===== config.mk =====
export PLATFORM = sky130hd
export DESIGN_NAME = config_stream_loader
export DESIGN_NICKNAME = d
export VERILOG_FILES = /design/src/rtl/config_stream_loader.sv
export SDC_FILE = /design/constraint.sdc
export NUM_CORES = 1
export LEC_CHECK = 0
export ABC_AREA = 0
export CORE_MARGIN = 2
export CORE_UTILIZATION = 45
export CTS_BUF_LIST = sky130_fd_sc_hd__clkbuf_8
export CTS_CLUSTER_DIAMETER = 60
export DETAILED_ROUTE_END_ITERATION = 8
export GPL_TIMING_DRIVEN = 0
export PLACE_DENSITY_LB_ADDON = 0.12
export SLEW_MARGIN = 25
export SYNTH_ARGS = -nofsm -noshare
export SYNTH_HDL_FRONTEND = slang
export SYNTH_SLANG_ARGS = --single-unit

===== constraint.sdc =====
create_clock -name Config_Clock -period 5.9 [get_ports Config_Clock]
set_clock_uncertainty 0.05 [all_clocks]
set_input_delay 1.77 -clock Config_Clock [delete_from_list [all_inputs] [get_ports Config_Clock]]
set_output_delay 1.77 -clock Config_Clock [all_outputs]
set_load 0.005 [all_outputs]

===== src/rtl/config_stream_loader.sv =====
// Serial configuration-chain loader: accepts host words over a valid/ready handshake and
// shifts them LSB first onto ConfigOut, one bit per cycle, with a matching chain clock-enable.
module config_stream_loader #(
  parameter int unsigned CHAIN_LEN = 5,
  parameter int unsigned WORD_W    = 32
) (
  input  logic              Config_Clock,
  input  logic              Config_Reset,
  input  logic              start,
  input  logic [WORD_W-1:0] word_in,
  input  logic              word_valid,
  output logic              word_ready,
  output logic              ConfigOut,
  output logic              cfg_shift,
  output logic              busy,
  output logic              done,
  output logic [15:0]       bit_count
);

  localparam int unsigned NumWords = (CHAIN_LEN + WORD_W - 1) / WORD_W;
  localparam int unsigned LastBits = CHAIN_LEN - WORD_W * (NumWords - 1);
  localparam int unsigned IdxW     = (WORD_W > 1) ? $clog2(WORD_W) : 1;
  localparam int unsigned WCntW    = $clog2(NumWords + 1);

  localparam logic [IdxW-1:0] FullLastIdx  = IdxW'(WORD_W - 1);
  localparam logic [IdxW-1:0] FinalLastIdx = IdxW'(LastBits - 1);

  typedef enum logic [1:0] {StIdle, StLoad, StShift, StDone} state_e;

  state_e             state_q, state_d;
  logic [WORD_W-1:0]  word_q, word_d;
  logic [IdxW-1:0]    bit_idx_q, bit_idx_d;
  // Words still to be accepted in this load; zero means the word in flight is the final one.
  logic [WCntW-1:0]   words_left_q, words_left_d;
  logic [15:0]        bit_count_q, bit_count_d;

  logic final_word;
  logic last_bit;
  logic accept;
  logic launch;

  assign final_word = (words_left_q == '0);
  assign last_bit   = (bit_idx_q == (final_word ? FinalLastIdx : FullLastIdx));
  assign accept     = word_valid & word_ready;
  assign launch     = start & ((state_q == StIdle) | (state_q == StDone));
  assign bit_count  = bit_count_q;

  always_ff @(posedge Config_Clock) begin
    if (Config_Reset) begin
      state_q <= StIdle;
    end else begin
      state_q <= state_d;
    end
  end

  always_comb begin
    state_d = state_q;
    unique case (state_q)
      StIdle, StDone: begin
        if (start) state_d = StLoad;
      end
      StLoad: begin
        if (accept) state_d = StShift;
      end
      StShift: begin
        if (last_bit) begin
          if (final_word) begin
            state_d = StDone;
          end else if (!accept) begin
            state_d = StLoad;
          end
        end
      end
      default: state_d = StIdle;
    endcase
  end

  always_comb begin
    word_ready = 1'b0;
    cfg_shift  = 1'b0;
    busy       = 1'b0;
    done       = 1'b0;
    unique case (state_q)
      StLoad: begin
        busy       = 1'b1;
        word_ready = 1'b1;
      end
      StShift: begin
        busy       = 1'b1;
        cfg_shift  = 1'b1;
        // Prefetch the next word on the last bit so the chain sees no bubble.
        word_ready = last_bit & ~final_word;
      end
      StDone: done = 1'b1;
      default: ;
    endcase
    ConfigOut = cfg_shift & word_q[bit_idx_q];
  end

  // The word register only loads on a handshake; bits are picked out by index.
  always_comb begin
    word_d       = word_q;
    bit_idx_d    = bit_idx_q;
    words_left_d = words_left_q;
    bit_count_d  = bit_count_q;
    if (launch) begin
      bit_idx_d    = '0;
      words_left_d = WCntW'(NumWords);
      bit_count_d  = '0;
    end
    if (cfg_shift) begin
      bit_idx_d = bit_idx_q + IdxW'(1);
      if (bit_count_q != 16'hFFFF) bit_count_d = bit_count_q + 16'd1;
    end
    if (accept) begin
      word_d       = word_in;
      bit_idx_d    = '0;
      words_left_d = words_left_q - WCntW'(1);
    end
  end

  always_ff @(posedge Config_Clock) begin
    if (Config_Reset) begin
      word_q       <= '0;
      bit_idx_q    <= '0;
      words_left_q <= '0;
      bit_count_q  <= '0;
    end else begin
      word_q       <= word_d;
      bit_idx_q    <= bit_idx_d;
      words_left_q <= words_left_d;
      bit_count_q  <= bit_count_d;
    end
  end

endmodule

# --- Word-level counts from Yosys, hierarchy flattened ---
# Cells that the tools add are included.
totals:
  reg_bits: 56
  output_inout_bits: 21
  elab_cells: 50
op_classes:
  n_addsub: 3
  n_lt_le_gt_ge: 1
  eq_ne: 9
  muxes: 20
  n_bitwise: 5
  n_reduce_logical: 7
op_table:
  columns: ["operator", "count"]
  rows:
  - ["$mux 16", 3]
  - ["$add 16x1->16 const B", 1]
  - ["$ne 16x16->1 const B", 1]
  - ["$mux 5", 3]
  - ["$mux 2", 5]
  - ["$lt 5x6->1 const B", 1]
  - ["$mux 1", 6]
  - ["$ne 2x2->1 const B", 3]
  - ["$pmux 2 s3", 1]
  - ["$reduce_or 2->1", 3]
  - ["$add 5x1->5 const B", 1]
  - ["$bmux 1 s5", 1]
  - ["$eq 5x5->1", 1]
  - ["$and 1x1->1", 4]
  - ["$eq 2x2->1 const B", 2]
  - ["$reduce_and 4->1", 1]
  - ["$reduce_bool 2->1", 2]
  - ["$ne 3x3->1 const B", 1]
  - ["$eq 2x1->1 const B", 1]
  - ["$logic_not 2->1", 1]
  - ["$pmux 1 s2", 1]
  - ["$or 1x1->1", 1]
  - ["$sub 1x1->1 const B", 1]

# --- Logic depth before layout (Yosys ltp) ---
depth:
  depth_word: 9
  ltp_mapped: 8
  mapped_depth_nobuf: 7

# --- Worst setup path after synthesis ---
# Ideal clock, no wire load.
synth_path:
  path_type: "reg-to-output"
  start: "register bit_idx_q[0]"
  end: "output ConfigOut"
  arrival_time_ns: 1.462
  path_slack_ns: 2.618
  stages_incl_launch_ff: 7
  n_path_buf: 1
  path_cell_list: "dfxtp_1 buf_6 mux4_2 mux2i_1 nor3b_1 a2111oi_2 o2bb2ai_1"
synth_via:
  elab_chain_cells: 3
synth_lines:
  columns: ["element", "line_no", "source"]
  rows:
  - ["start, declared", "32", "logic [IdxW-1:0] bit_idx_q, bit_idx_d;"]
  - ["start signal, assigned", "130", "bit_idx_q <= bit_idx_d;"]
  - ["$bmux 1 s5", "97", "ConfigOut = cfg_shift & word_q[bit_idx_q];"]
  - ["$mux 1 (implied by the code)", "97", null]
  - ["$and 1x1->1", "97", null]
  - ["end, declared", "13", "output logic ConfigOut,"]
# Every way passes these cells. The select of a mux whose other input is x is not followed.

# --- Worst setup path after layout ---
layout_path:
  start: "register bit_idx_q[1]"
  end: "output ConfigOut"
# The elaborated chain is that of the path after synthesis.

==> results.py <==
metrics = {
    "run_status": {
        "outcome": "complete, no violations",
    },
    "cts": {
        "clock_sinks": 56,
        "clkTransAtPathRegs_ns": 0.10,
        "holdBufCountCts": 0,
        "post_cts_buffers": 0,
        "cts_buffer_depth": 2,
        "cts_buffers": 5,
        "htreeDepth": 2,
        "clk_latency_ns": 0.31,
        "cts_tree": "done",
        "clock-root-buffer": "clkbuf_8",
        "cts_resized": 0,
    },
    "power": {
        "cellPowerDensity_nw_per_um2": 286.4,
        "peakVddDrop_mv": 0.1883,
        "power.total_mw": 1.027,
        "leakagePower_nw": 1.236,
    },
    "logic_synthesis": {
        "syn_inst": 335,
        "synth_flop_cell": "dfxtp_1",
        "syn-cell-area_sq_um": 2831,
        "seq_area_frac_synth": 0.3959,
        "synth_seq_cells": 56,
        "syn_area_per_cell_sq_um": 8.452,
        "synth_edf_count": 0,
        "yosysWarnings": 0,
        "async_reset_ff_frac": 0,
        "synthesis.nets": 376,
        "yosysUniqueCellTypes": 60,
    },
    "layout": {
        "design_area_sq_um": 3587,
        "layout.area.seq_sq_um": 1121,
        "multi_input_area_sq_um": 1549,
        "antenna_cells": 0,
        "fin_nets": 438,
        "syn2layout_area_growth_pct": 26.69,
        "drive_gt1_frac": 0.09799,
        "nFillCells": 530,
    },
    "sta": {
        "period_share": 0.7264,
        "tightest_slew_ns": 0.5260,
        "hold_viol_final": 0,
        "maxSlewHeadroom": 0.6494,
        "timing.fmax_ghz": 0.2333,
        "setup_violations": 0,
        "rsz0062_at_grt": "no",
        "hold_slack_ns": 0.4060,
        "final-max-slew-violation-count": 0,
        "finalCriticalPeriod_ns": 4.286,
        "finalSetupTns_ns": 0,
    },
    "place": {
        "portBuffers": 55,
        "dp_hpwl_mm": 4.737,
        "placed_area_sq_um": 3476,
        "gp_congestion": 0.8217,
    },
    "global_route": {
        "grt_pass1_vias": 2356,
        "grt_usage": 0.1858,
        "grt_max_degree": 18,
        "grt_pass1_wl_mm": 10.88,
        "grt-ovfl-total": 0,
        "antenna_found_initial": 0,
    },
    "floorplanning": {
        "die_h_um": 83.33,
        "io_pins": 57,
        "core_area_sq_um": 5991,
        "rows": 28,
        "die_w_um": 83.33,
        "start_util": 0.4726,
        "dieArea_sq_um": 6943,
    },
    "route": {
        "via_per_inst": 5.421,
        "antenna_left": 0,
        "route.detailed.drc": 0,
        "vias": 2564,
        "drt-initial-drc-count": 175,
        "drt_first_pass_iters": 4,
        "wl_per_cell_um": 13.49,
        "routed_wirelength_mm": 6.379,
    },
    "worst_setup_path": {
        "path_class": "reg2out",
        "required_ns": 4.08,
        "end_kind": "primary output",
        "critPathArrivalTime_ns": 2.47,
        "crit_fanout": 10,
        "critPathLaunchType": "flop",
    },
    "flow_run": {
        "max_cap_viol_count": 0,
    },
    "hold_path": {
        "holdCritPathClass": "reg2reg",
    },
}
==> layer usage <==
metal	global-route usage	vias up	share of wire	routed length (um)
met5	0	-	0	0
met4	0.06110	0	0.014	90
met3	0.03082	11	0.047	297
met2	0.2815	77	0.43	2741
met1	0.2678	1169	0.51	3250
li1	-	1307	-	-
==> cell type report <==
| type | instances | area share |
|---|---|---|
| sequential | 56 | 0.3125 |
| timing repair buffer | 55 | 0.1535 |
| inverter | 5 | 0.005232 |
| buffer | 23 | 0.03976 |
| clock buffer | 5 | 0.01918 |
| multi-input combinational | 251 | 0.4318 |
| clock inverter | 3 | 0.01186 |
| tap | 75 | 0.02616 |
==> Yosys cell counts, types with 2 or more instances <==
library cell	instances	area share
a211oi_1	5	0.013
a21oi_1	39	0.069
a31oi_1	3	0.0066
and3_1	8	0.018
and3_2	2	0.0053
and4_1	2	0.0062
buf_1	2	0.0027
buf_2	3	0.0053
buf_4	6	0.016
buf_6	4	0.016
clkbuf_1	8	0.011
dfxtp_1	56	0.40
ha_1	5	0.022
inv_1	4	0.0053
mux2i_1	7	0.025
mux4_1	2	0.019
mux4_2	2	0.016
nand2_1	76	0.10
nand3_1	8	0.014
nand4_1	2	0.0044
nor2_1	19	0.025
nor2b_1	3	0.0066
nor3_1	10	0.018
nor3_2	2	0.0071
nor3b_1	6	0.016
nor4_1	2	0.0044
o2111ai_1	2	0.0062
o211ai_1	3	0.0080
o21ai_0	4	0.0071
o21ai_1	3	0.0053
xnor2_1	4	0.012
xor2_1	5	0.015
==> sequential cells by signal, indices dropped and copies added (netlist names) <==
name	count
word_q	32
bit_count	16
state_q	2
bit_idx_q	5
words_left_q	1
==> worst max-delay path, stage by stage (launching register included) <==
cell and delay (ns):
dfxtp_1 0.43, buf_6 0.17, buf_2 0.27, mux2i_1 0.25, nand2_1 0.09, a2111oi_2 0.35
o2bb2ai_1 0.13, clkdlybuf4s50_1 0.45
==> power by group <==
group | internal (mW) | switching (mW)
Combinational | 0.150 | 0.180
Clock | 0.126 | 0.132
Sequential | 0.416 | 0.0241
==> cells in the final DEF (no fill, tap or decap), drive strengths merged, types with 2 or more instances in the layout <==
cell,count
xor2,5
inv,5
and4,2
mux4,4
nor4,2
o211ai,3
nor3b,6
o2111ai,2
o21ai,8
buf,15
a31oi,4
clkdlybuf4s50,55
nand3,9
dfxtp,56
a211oi,5
and3,10
a21oi,39
xnor2,4
nand2,77
clkbuf,13
a2111oi,2
nor2b,4
nor2,19
nand4,3
mux2i,7
ha,5
nor3,12
==> cells by family (layout without fill, tap and decap cells) <==
family	Yosys count	count (layout)	share of synthesized area
DFF	56	56	0.3959
and+or+nand+nor	151	151	0.2603
xor gates and xnor gates	9	9	0.02784
muxes	12	12	0.06319
AOI/OAI and AO/OA	74	74	0.1737
adders and majority gates	5	5	0.02209
buffers and inverters	28	91	0.05700
==> worst paths after layout <==
check / endpoint / cells after the start / from / slack [ns]
worst min-delay path: word_q[9]$_SDFFE_PP0P_ / 2 / word_q[9]$_SDFFE_PP0P_ / 0.41
worst max register to register: word_q[30]$_SDFFE_PP0P_ / 7 / state_q[0]$_SDFFE_PP0P_ / 3.80
worst max-delay path: ConfigOut / 7 / bit_idx_q[1]$_SDFFE_PP0P_ / 1.61
worst min register to register: word_q[9]$_SDFFE_PP0P_ / 2 / word_q[9]$_SDFFE_PP0P_ / 0.41
==> stage by stage <==
step | util | setup WS [ns] | cells
CTS | 0.5988 | 1.603 | 473
finish | 0.5988 | 1.614 | 473
floorplan | - | 2.618 | 335
global route | 0.5988 | 1.451 | 473
global placement | 0.5802 | 1.942 | 465
detailed placement | 0.5802 | 1.959 | 465
Power figures use the tool's default switching activity.
